[src/rtl/rc5_keysched_ctrl.sv]
// RC5 key-schedule sequencer: runs the L-load and S-init engines together,
// then the mix engine, and arbitrates the single-port L RAM between them.
module rc5_keysched_ctrl #(
   parameter  int B       = 16,
   parameter  int W       = 32,
   parameter  int R       = 12,
   parameter  int TIMEOUT = 1024,
   localparam int U       = W / 8,
   localparam int C       = B / U,
   localparam int CL      = $clog2(C)
) (
   input  logic          clk,
   input  logic          rst,
   input  logic          iStart,
   input  logic          iAbort,
   output logic          oBusy,
   output logic          oReady,
   output logic          oError,
   output logic [15:0]   oCycles,
   output logic          oLStart,
   input  logic          iLDone,
   input  logic [CL-1:0] iL_addr,
   input  logic          iL_we,
   input  logic [W-1:0]  iL_wdata,
   output logic          oSStart,
   input  logic          iSDone,
   output logic          oMStart,
   input  logic          iMDone,
   input  logic [CL-1:0] iM_addr,
   input  logic          iM_we,
   input  logic [W-1:0]  iM_wdata,
   output logic [CL-1:0] oL_addr,
   output logic          oL_we,
   output logic [W-1:0]  oL_wdata
);

   localparam int WDW = $clog2(TIMEOUT) + 1;

   // R only sizes the S table inside the engines; it is carried here so the
   // whole key-schedule parameter set is overridden in one place.
   if (R > 0) begin : g_rounds
   end

   typedef enum logic [2:0] {
      S_IDLE,
      S_LOAD,
      S_MIX,
      S_READY,
      S_ERROR
   } state_t;

   state_t           state, state_nxt;
   logic             start_q;
   logic             start_edge;
   logic             l_f, s_f;
   logic             l_ok, s_ok;
   logic             wd_exp;
   logic             enter_load;
   logic [WDW-1:0]   wd_cnt;
   logic [15:0]      cyc_cnt;

   // Next-state decode; abort has top priority, a done beats the watchdog.
   always_comb begin
      start_edge = iStart & ~start_q;
      l_ok       = l_f | iLDone;
      s_ok       = s_f | iSDone;
      wd_exp     = (wd_cnt == WDW'(TIMEOUT - 1));
      state_nxt  = state;
      if (iAbort) begin
         state_nxt = S_IDLE;
      end else begin
         case (state)
            S_IDLE:  if (start_edge) state_nxt = S_LOAD;
            S_LOAD:  begin
               if (l_ok && s_ok)   state_nxt = S_MIX;
               else if (wd_exp)    state_nxt = S_ERROR;
            end
            S_MIX:   begin
               if (iMDone)         state_nxt = S_MIX == S_MIX ? S_READY : S_MIX;
               else if (wd_exp)    state_nxt = S_ERROR;
            end
            S_READY: if (start_edge) state_nxt = S_LOAD;
            S_ERROR: if (start_edge) state_nxt = S_LOAD;
            default: state_nxt = S_IDLE;
         endcase
      end
      enter_load = (state_nxt == S_LOAD) && (state != S_LOAD);
   end

   // State register and start-edge history.
   always_ff @(posedge clk or posedge rst) begin
      if (rst) begin
         state   <= S_IDLE;
         start_q <= 1'b0;
      end else begin
         state   <= state_nxt;
         start_q <= iStart;
      end
   end

   // Sticky done flags for the parallel LOAD engines.
   always_ff @(posedge clk or posedge rst) begin
      if (rst) begin
         l_f <= 1'b0;
         s_f <= 1'b0;
      end else if (enter_load) begin
         l_f <= 1'b0;
         s_f <= 1'b0;
      end else if (state == S_LOAD) begin
         l_f <= l_ok;
         s_f <= s_ok;
      end
   end

   // Per-phase watchdog and saturating run-length counter.
   always_ff @(posedge clk or posedge rst) begin
      if (rst) begin
         wd_cnt  <= '0;
         cyc_cnt <= '0;
         oCycles <= '0;
      end else begin
         if (state_nxt != state)
            wd_cnt <= '0;
         else if (state == S_LOAD || state == S_MIX)
            wd_cnt <= wd_cnt + WDW'(1);

         if (enter_load)
            cyc_cnt <= '0;
         else if ((state == S_LOAD || state == S_MIX) && cyc_cnt != '1)
            cyc_cnt <= cyc_cnt + 16'd1;

         if (state == S_MIX && state_nxt == S_READY)
            oCycles <= cyc_cnt;
      end
   end

   // Registered status and engine enables, decoded from the next state.
   always_ff @(posedge clk or posedge rst) begin
      if (rst) begin
         oBusy   <= 1'b0;
         oLStart <= 1'b0;
         oSStart <= 1'b0;
         oMStart <= 1'b0;
         oReady  <= 1'b0;
         oError  <= 1'b0;
      end else begin
         oBusy   <= (state_nxt == S_LOAD) || (state_nxt == S_MIX);
         oLStart <= (state_nxt == S_LOAD);
         oSStart <= (state_nxt == S_LOAD);
         oMStart <= (state_nxt == S_MIX);
         oReady  <= (state_nxt == S_READY);
         oError  <= (state_nxt == S_ERROR);
      end
   end

   // L RAM port goes to the engine owning the current phase, idle otherwise.
   always_comb begin
      oL_addr  = '0;
      oL_we    = 1'b0;
      oL_wdata = '0;
      case (state)
         S_LOAD: begin
            oL_addr  = iL_addr;
            oL_we    = iL_we;
            oL_wdata = iL_wdata;
         end
         S_MIX: begin
            oL_addr  = iM_addr;
            oL_we    = iM_we;
            oL_wdata = iM_wdata;
         end
         default: ;
      endcase
   end

endmodule
[config.mk]
export PLATFORM = sky130hd
export DESIGN_NAME = rc5_keysched_ctrl
export DESIGN_NICKNAME = d
export VERILOG_FILES = /design/src/rtl/rc5_keysched_ctrl.sv
export SDC_FILE = /design/constraint.sdc
export NUM_CORES = 1
export LEC_CHECK = 0
export CAP_MARGIN = 20
export CORE_MARGIN = 2
export CORE_UTILIZATION = 45
export CTS_CLUSTER_SIZE = 16
export DETAILED_ROUTE_END_ITERATION = 16
export GPL_ROUTABILITY_DRIVEN = 0
export HOLD_SLACK_MARGIN = 0.03
export PLACE_DENSITY = 0.85
export SLEW_MARGIN = 10
export SYNTH_ARGS = -nofsm -noshare
export SYNTH_HDL_FRONTEND = slang
export SYNTH_SLANG_ARGS = --single-unit
export TNS_END_PERCENT = 50
[constraint.sdc]
create_clock -name clk -period 3 [get_ports clk]
set_input_delay 0.75 -clock clk [delete_from_list [all_inputs] [get_ports clk]]
set_output_delay 0.75 -clock clk [all_outputs]
set_load 0.03 [all_outputs]
## Word level (Yosys, flattened, before mapping)

Cells that the tools add are included.

| storage, ports and cells | value |
|---|---|
| bits in registers | 54 |
| bits of input ports | 77 |

| operators by class | value |
|---|---|
| add/sub/neg operators | 2 |
| eq/ne operators | 12 |
| multiplexer cells | 17 |
| bitwise operators | 4 |
| reductions and logical operators | 11 |

Operator list:

| cell | number |
|---|---|
| case mux 32 bit (2 select lines) | 1 |
| two-way mux 16 bit | 2 |
| two-way mux 11 bit | 2 |
| adder 16 x 1 -> 16 bit, second input constant | 1 |
| inequality test 16 bit, second input constant | 1 |
| two-way mux 3 bit | 5 |
| == test 3 x 2 -> 1 bit, second input constant | 4 |
| adder 11 x 1 -> 11 bit, second input constant | 1 |
| == test 11 x 10 -> 1 bit, second input constant | 1 |
| case mux 3 bit (3 select lines) | 1 |
| == test 3 x 1 -> 1 bit, second input constant | 2 |
| == test 3 bit, second input constant | 2 |
| nonzero test 2 bit | 3 |
| logical AND 1 bit | 4 |
| two-way mux 1 bit | 4 |
| case mux 2 bit (2 select lines) | 1 |
| logical NOT 3 bit | 1 |
| inequality test 3 x 1 -> 1 bit, second input constant | 1 |
| inequality test 3 bit | 1 |
| OR reduction 3 bit | 1 |
| logical OR 1 bit | 2 |
| OR 1 bit | 2 |
| case mux 1 bit (2 select lines) | 1 |
| AND 1 bit | 1 |
| inverter 1 bit | 1 |

## Logic depth before layout (Yosys ltp)

Gate-level depths: netlist of the first run.

| depth | value |
|---|---|
| word-level depth | 8 |
| gate-level depth with buffers | 8 |
| depth with buffers taken out | 6 |

## Worst setup path after synthesis of the first run

No wires, ideal clock.

| path | value |
|---|---|
| kind | register to output |
| from | reg state[1] |
| to | out oL_addr[0] |
| data arrival time | 1.713 ns |
| slack | 0.537 ns |
| cell stages (with the launch flop) | 6 |
| buffers on the path | 3 |
| path through | dfrtp_1 buf_6 nor3b_1 clkbuf_1 buf_1 a22o_1 |

| on the way | value |
|---|---|
| word-level cells in the longest chain between the ends | 2 |
| elaborated cells between the ends (all ways) | 3 |
| classes of those cells | eq/ne: 2; mux: 1 |

Ends and longest elaborated chain:

| element | line | RTL |
|---|---|---|
| from (decl) | 52 | `state_t state, state_nxt;` |
| from (signal assigned) | 96 | `state <= state_nxt;` |
| == test 3 x 2 -> 1 bit / == test 3 x 1 -> 1 bit (equally long branches) | 161 | `case (state)` |
| case mux 2 bit (2 select lines) * | 161 |  |
| to (decl) | 32 | `output logic [CL-1:0] oL_addr,` |

Every way passes the cells marked *; elsewhere a longest branch is shown, timed or not.

## Worst setup path after layout of the first run

| path | value |
|---|---|
| from | reg state[2] |
| to | out oL_wdata[30] |

| on the way | value |
|---|---|
| word-level cells in the longest chain between the ends | 2 |
| elaborated cells between the ends (all ways) | 3 |
| classes of those cells | eq/ne: 2; mux: 1 |

Ends and longest elaborated chain:

| element | line | RTL |
|---|---|---|
| == test 3 x 2 -> 1 bit / == test 3 x 1 -> 1 bit (equally long branches) | 161 |  |
| case mux 32 bit (2 select lines) * | 161 |  |
| to (decl) | 34 | `output logic [W-1:0] oL_wdata` |

Marks and branches as above.

==> impl_metrics.ini, run 1 <==
[run_status]
outcome = completed

[clock_network]
cts_max_level = 2
cts_buffers = 5
clk_path_buf_depth = 2
clock_sinks = 54
clkTransAtPathRegs_ps = 100
clk_latency_ps = 310
hold_buffers = 0
cts_tree = done
cts-root-buf = clkbuf_8
post_cts_buffers = 0

[critical_path]
reg2reg_slack_ps = 840
crit_arrival_ps = 2180
rr_startpoint = state[2]
cp.required_ps = 2250
path_class = reg2out
r2r-end = wd_cnt[6]
worst-r2r-cell-count = 6
worst-path-max-fanout = 35
critical_path.startpoint_type = register
worstSetupEndpointType = primary output

[finish]
most-common-layout-cells = clkdlybuf4s50_1 (122), dfrtp_1 (54), a22o_1 (35)
synthToLayoutAreaGrowth_pct = 51.6
finalNetCount = 497
diodes = 0
drive_gt1_share_pct = 12.4
fin_cells = 495
layout_commonest_cell = clkdlybuf4s50_1

[power]
swShare_pct = 38.1
peakVddDrop_mv = 0.576
powerDensity_nw_per_um2 = 624
p_sw_mw = 1.08
pwr-share-seq_pct = 33.7
intPower_mw = 1.76
total_leakage_power_nw = 2.01
p_clk_share_pct = 17.6
finalPower_mw = 2.84
pwr-share-comb_pct = 48.7

[placement]
io_buffer_count = 133
dp_hpwl_um = 6750
dp_cells = 488
dp_slack_ps = 170

[job]
maxCapViolCount = 0

[grt]
antenna_found_initial = 0
grt-ovfl-total = 0
grt_pass1_vias = 2699
grt_use_total_pct = 23.5
grt_max_degree = 40
grt_first_pass_wirelength_um = 13700

[synthesis]
synth.area.top_cells = dfrtp_1 (45%), a22o_1 (10%), mux2_2 (6.0%), xor2_1 (4.1%), nor2_1 (3.2%)
syn_avg_cell_area_um2 = 10.5
ys_types = 53
ys_dominant_reg_cell = dfrtp_1
async_flop_share_pct = 100
yosys_warnings = 0
synth_fp_nets = 364
netlist_instances = 285
synth_edf_count = 0
synth_area_um2 = 3000
synth-seq-cells = 54
seq_area_frac_synth_pct = 45.0
synth_top_cell_area_share_pct = 45.0
synth_top_cell_by_area = dfrtp_1

[routing]
drtAntennaViolNets = 0
firstDrtPassIters = 5
wirelength_um = 8730
vias = 2767
viasPerCell = 5.59
wl_per_cell_um = 17.6
drt_iter0_drc = 223
drc = 0

[timing]
finalClockSkew_ps = 10.3
tns_ps = 0
fin_crit_sh_pct = 97.6
max_freq_mhz = 341
relSlewSlack_pct = 45.1
setup_slack_ps = 71.1
finalHoldViolations = 0
min_period_ps = 2930
slew_viol_final = 0
setup-violations-final = 0
tightest_slew_ps = 815
rsz0062_at_grt = no

[floorplan]
die_y_um = 85.7
dieArea_um2 = 7350
ios = 134
core_area_um2 = 6390
core.rowCount = 29
die_w_um = 85.7
initial_core_util_pct = 47.0

[hold_path]
whs_path_depth = 2
hold_end = s_f
hold_start = s_f
hp-class = reg2reg
[flip-flops by register name, indices dropped and copies added (netlist names)]
signal   count
cyc_cnt     16
oCycles     16
wd_cnt      11
state        3
l_f          1
oBusy        1
oError       1
oMStart      1
oReady       1
oSStart      1
s_f          1
start_q      1
[power by group through the flow]
stage	logic [mW]	registers [mW]	clock network (mW)
2_1_floorplan	0.693	1.10	0
6_report	1.38	0.958	0.499
5_1_grt	1.46	0.979	0.528
4_1_cts	1.39	0.960	0.497
3_5_place_dp	1.39	0.975	0
3_3_place_gp	1.36	0.965	0
[cell usage after synthesis (all sizes together) (4+ instances only)]
library cell  number
nand4              5
nand3              9
dfrtp             54
xnor2              9
a22o              35
nor3              18
inv                4
nor2              26
a21oi              9
and2               4
clkbuf             7
xor2              14
mux2              16
buf               10
nand2             13
nor4               7
[final cells by class]
type	count	area, um2
Fill cell	468	1830
Tap cell	77	96.3
Clock buffer	6	82.6
Multi-Input combinational cell	210	1550
Sequential cell	54	1350
Clock inverter	1	30.0
Timing Repair Buffer	143	1420
Inverter	4	15.0
[worst max-delay path by stage]
stage,start,cells past startpoint,to,slack (ps)
3_5_place_dp,iL_wdata[30],3,oL_wdata[30],170
6_report,state[2],5,oL_wdata[30],70
3_3_place_gp,iL_wdata[26],3,oL_wdata[26],160
2_1_floorplan,state[1],5,oL_addr[0],540
5_1_grt,state[2],5,oL_wdata[30],0.9
4_1_cts,state[2],5,oL_wdata[4],50
[metal layers]
layer	vias to the layer above	wire length, um	track usage (%)
li1	1314	-	-
met1	1315	3410	28.2
met5	-	0	0
met4	0	167	5.77
met2	125	4500	43.0
met3	13	644	4.72
[cells by family after synthesis]
family,after synthesis,synth area share (%)
buffers and inverters,21,3.54
flip-flops,54,45.0
multiplexers,19,7.00
AO/OA/AOI/OAI,62,17.0
adder cells (fa/ha/maj),2,0.833
XOR/XNOR,23,7.33
AND/OR/NAND/NOR,104,19.3
[worst max-delay path, stage by stage, from the launching register on]
cell	delay, ps
dfrtp_1	420
nand2b_1	210
nor2_2	150
buf_12	210
a22o_1	180
clkdlybuf4s50_1	690
[per-stage QoR]
stage / hold WS (ps) / utilization, % / cell area [um2]
2_1_floorplan: 463 / - / 3000
3_3_place_gp: 477 / 69.4 / 4430
3_5_place_dp: 491 / 69.4 / 4430
4_1_cts: 511 / 71.1 / 4540
5_1_grt: 527 / 71.3 / 4550
6_report: 506 / 71.3 / 4550
[timing repair]
action,CTS,global route
endpoints found under the hold margin,0,0
endpoints found under the setup margin,0,4
gates resized for setup,0,4
Note: power is estimated with default switching activity, not from simulation.
==> inputs of run 2 (changes only) <==
- CORE_UTILIZATION: 45 -> 42
- PLACE_DENSITY: 0.85 -> 0.8
- SLEW_MARGIN: 10 -> 20
- clock period: 3 -> 3.2 ns (I/O delays scaled with it)
==> run 2 against run 1 <==
Net effect: setup slack better by 100 ps; first-iteration DRC count down 39%; die area up 6.8%; sequential share of layout area down 0.19 points; via count up 1.6%; combinational power down 7%; flip-flop and latch count unchanged; global-route usage down 1.9 points; critical path type unchanged.
==> impl_metrics.ini, run 2 (synthesis gave the netlist of run 1 again) <==
[floorplan]
die_y_um = 88.6
core_area_um2 = 6870
ios = 134
die_w_um = 88.6
dieArea_um2 = 7850
core.rowCount = 30
initial_core_util_pct = 43.7

[clock_network]
cts_resized = 0
cts_tree = done
clkTransAtPathRegs_ps = 100
cts-root-buf = clkbuf_8
cts_buffers = 5
clk_path_buf_depth = 2
hold_buffers = 0
post_cts_buffers = 0
clk_latency_ps = 310
cts_max_level = 2
clock_sinks = 54

[critical_path]
worst-path-max-fanout = 15
cp.required_ps = 2400
path_class = reg2out
worstSetupEndpointType = primary output
r2r-end = wd_cnt[8]
worst-r2r-cell-count = 6
crit_arrival_ps = 2230
reg2reg_slack_ps = 1000
critical_path.startpoint_type = register
rr_startpoint = state[2]

[timing]
rsz0062_at_grt = no
setup_slack_ps = 171
finalClockSkew_ps = 6.01
tightest_slew_ps = 770
setup-violations-final = 0
slew_viol_final = 0
finalHoldViolations = 0
max_freq_mhz = 330
fin_crit_sh_pct = 94.6
tns_ps = 0
relSlewSlack_pct = 48.2
min_period_ps = 3030
hold_slack_ps = 513

[finish]
finalInstanceArea_um2 = 4580
finalNetCount = 498
layout_commonest_cell = clkdlybuf4s50_1
fin_cells = 516
diodes = 0
utilization_pct = 66.7
top_regs = cyc_cnt: 16 flops, oCycles: 16 flops, wd_cnt: 11 flops
drive_gt1_share_pct = 11.2
synthToLayoutAreaGrowth_pct = 52.6
most-common-layout-cells = clkdlybuf4s50_1 (133), dfrtp_1 (54), a22o_1 (35)

[routing]
wl_per_cell_um = 16.7
drc = 0
firstDrtPassIters = 4
viasPerCell = 5.45
wirelength_um = 8610
drtAntennaViolNets = 0
vias = 2811
drt_iter0_drc = 137

[power]
peakVddDrop_mv = 0.396
total_leakage_power_nw = 1.94
finalPower_mw = 2.66
powerDensity_nw_per_um2 = 580

[placement]
dp_hpwl_um = 6810
dp_slack_ps = 201
placed_area_um2 = 4470
io_buffer_count = 133
dp_cells = 508

[grt]
grt_first_pass_wirelength_um = 12900
antenna_found_initial = 0
grt_pass1_vias = 2651
grt_max_degree = 38
grt-ovfl-total = 0
grt_use_total_pct = 21.5

[hold_path]
hold_start = oCycles[5]
hp-class = reg2reg
hold_end = oCycles[5]
whs_path_depth = 1

[job]
maxCapViolCount = 0

[run_status]
outcome = completed
==> run 2: how the worst max path moves through the flow <==
stage | startpoint | to | slack, ps
2_1_floorplan | state[1] | oL_addr[0] | 690
3_3_place_gp | iM_wdata[14] | oL_wdata[14] | 210
3_5_place_dp | iL_wdata[13] | oL_wdata[13] | 200
4_1_cts | state[2] | oL_wdata[14] | 140
5_1_grt | state[2] | oL_wdata[14] | 80
6_report | state[2] | oL_wdata[14] | 170
==> run 2: report_power, final <==
group	leakage, nW	internal [mW]	total (mW)	switching [mW]
logic	1.14	0.594	1.29	0.699
registers	0.735	0.808	0.900	0.0924
clock network	0.0587	0.237	0.465	0.228
==> run 2: cell type report <==
class	count	area, um2
Clock buffer	5	68.8
Clock inverter	3	47.5
Sequential cell	54	1350
Timing Repair Buffer	144	1430
Inverter	4	15.0
Tap cell	96	120
Multi-Input combinational cell	210	1550
Fill cell	563	2290
==> run 2: layer usage <==
| metal | vias to the layer above | wire length [um] | global-route usage, % |
|---|---|---|---|
| met1 | 1360 | 3390 | 26.9 |
| met5 | - | 0 | 0 |
| met2 | 106 | 4260 | 35.4 |
| met4 | 0 | 366 | 11.2 |
| met3 | 19 | 599 | 4.38 |
| li1 | 1326 | - | - |
==> run 2: worst max-delay path, stage by stage (launching register included) <==
cell and delay (ps):
dfrtp_1 440, nand2b_1 210, nor2_2 110, buf_4 210, a22o_1 240, clkdlybuf4s50_1 700
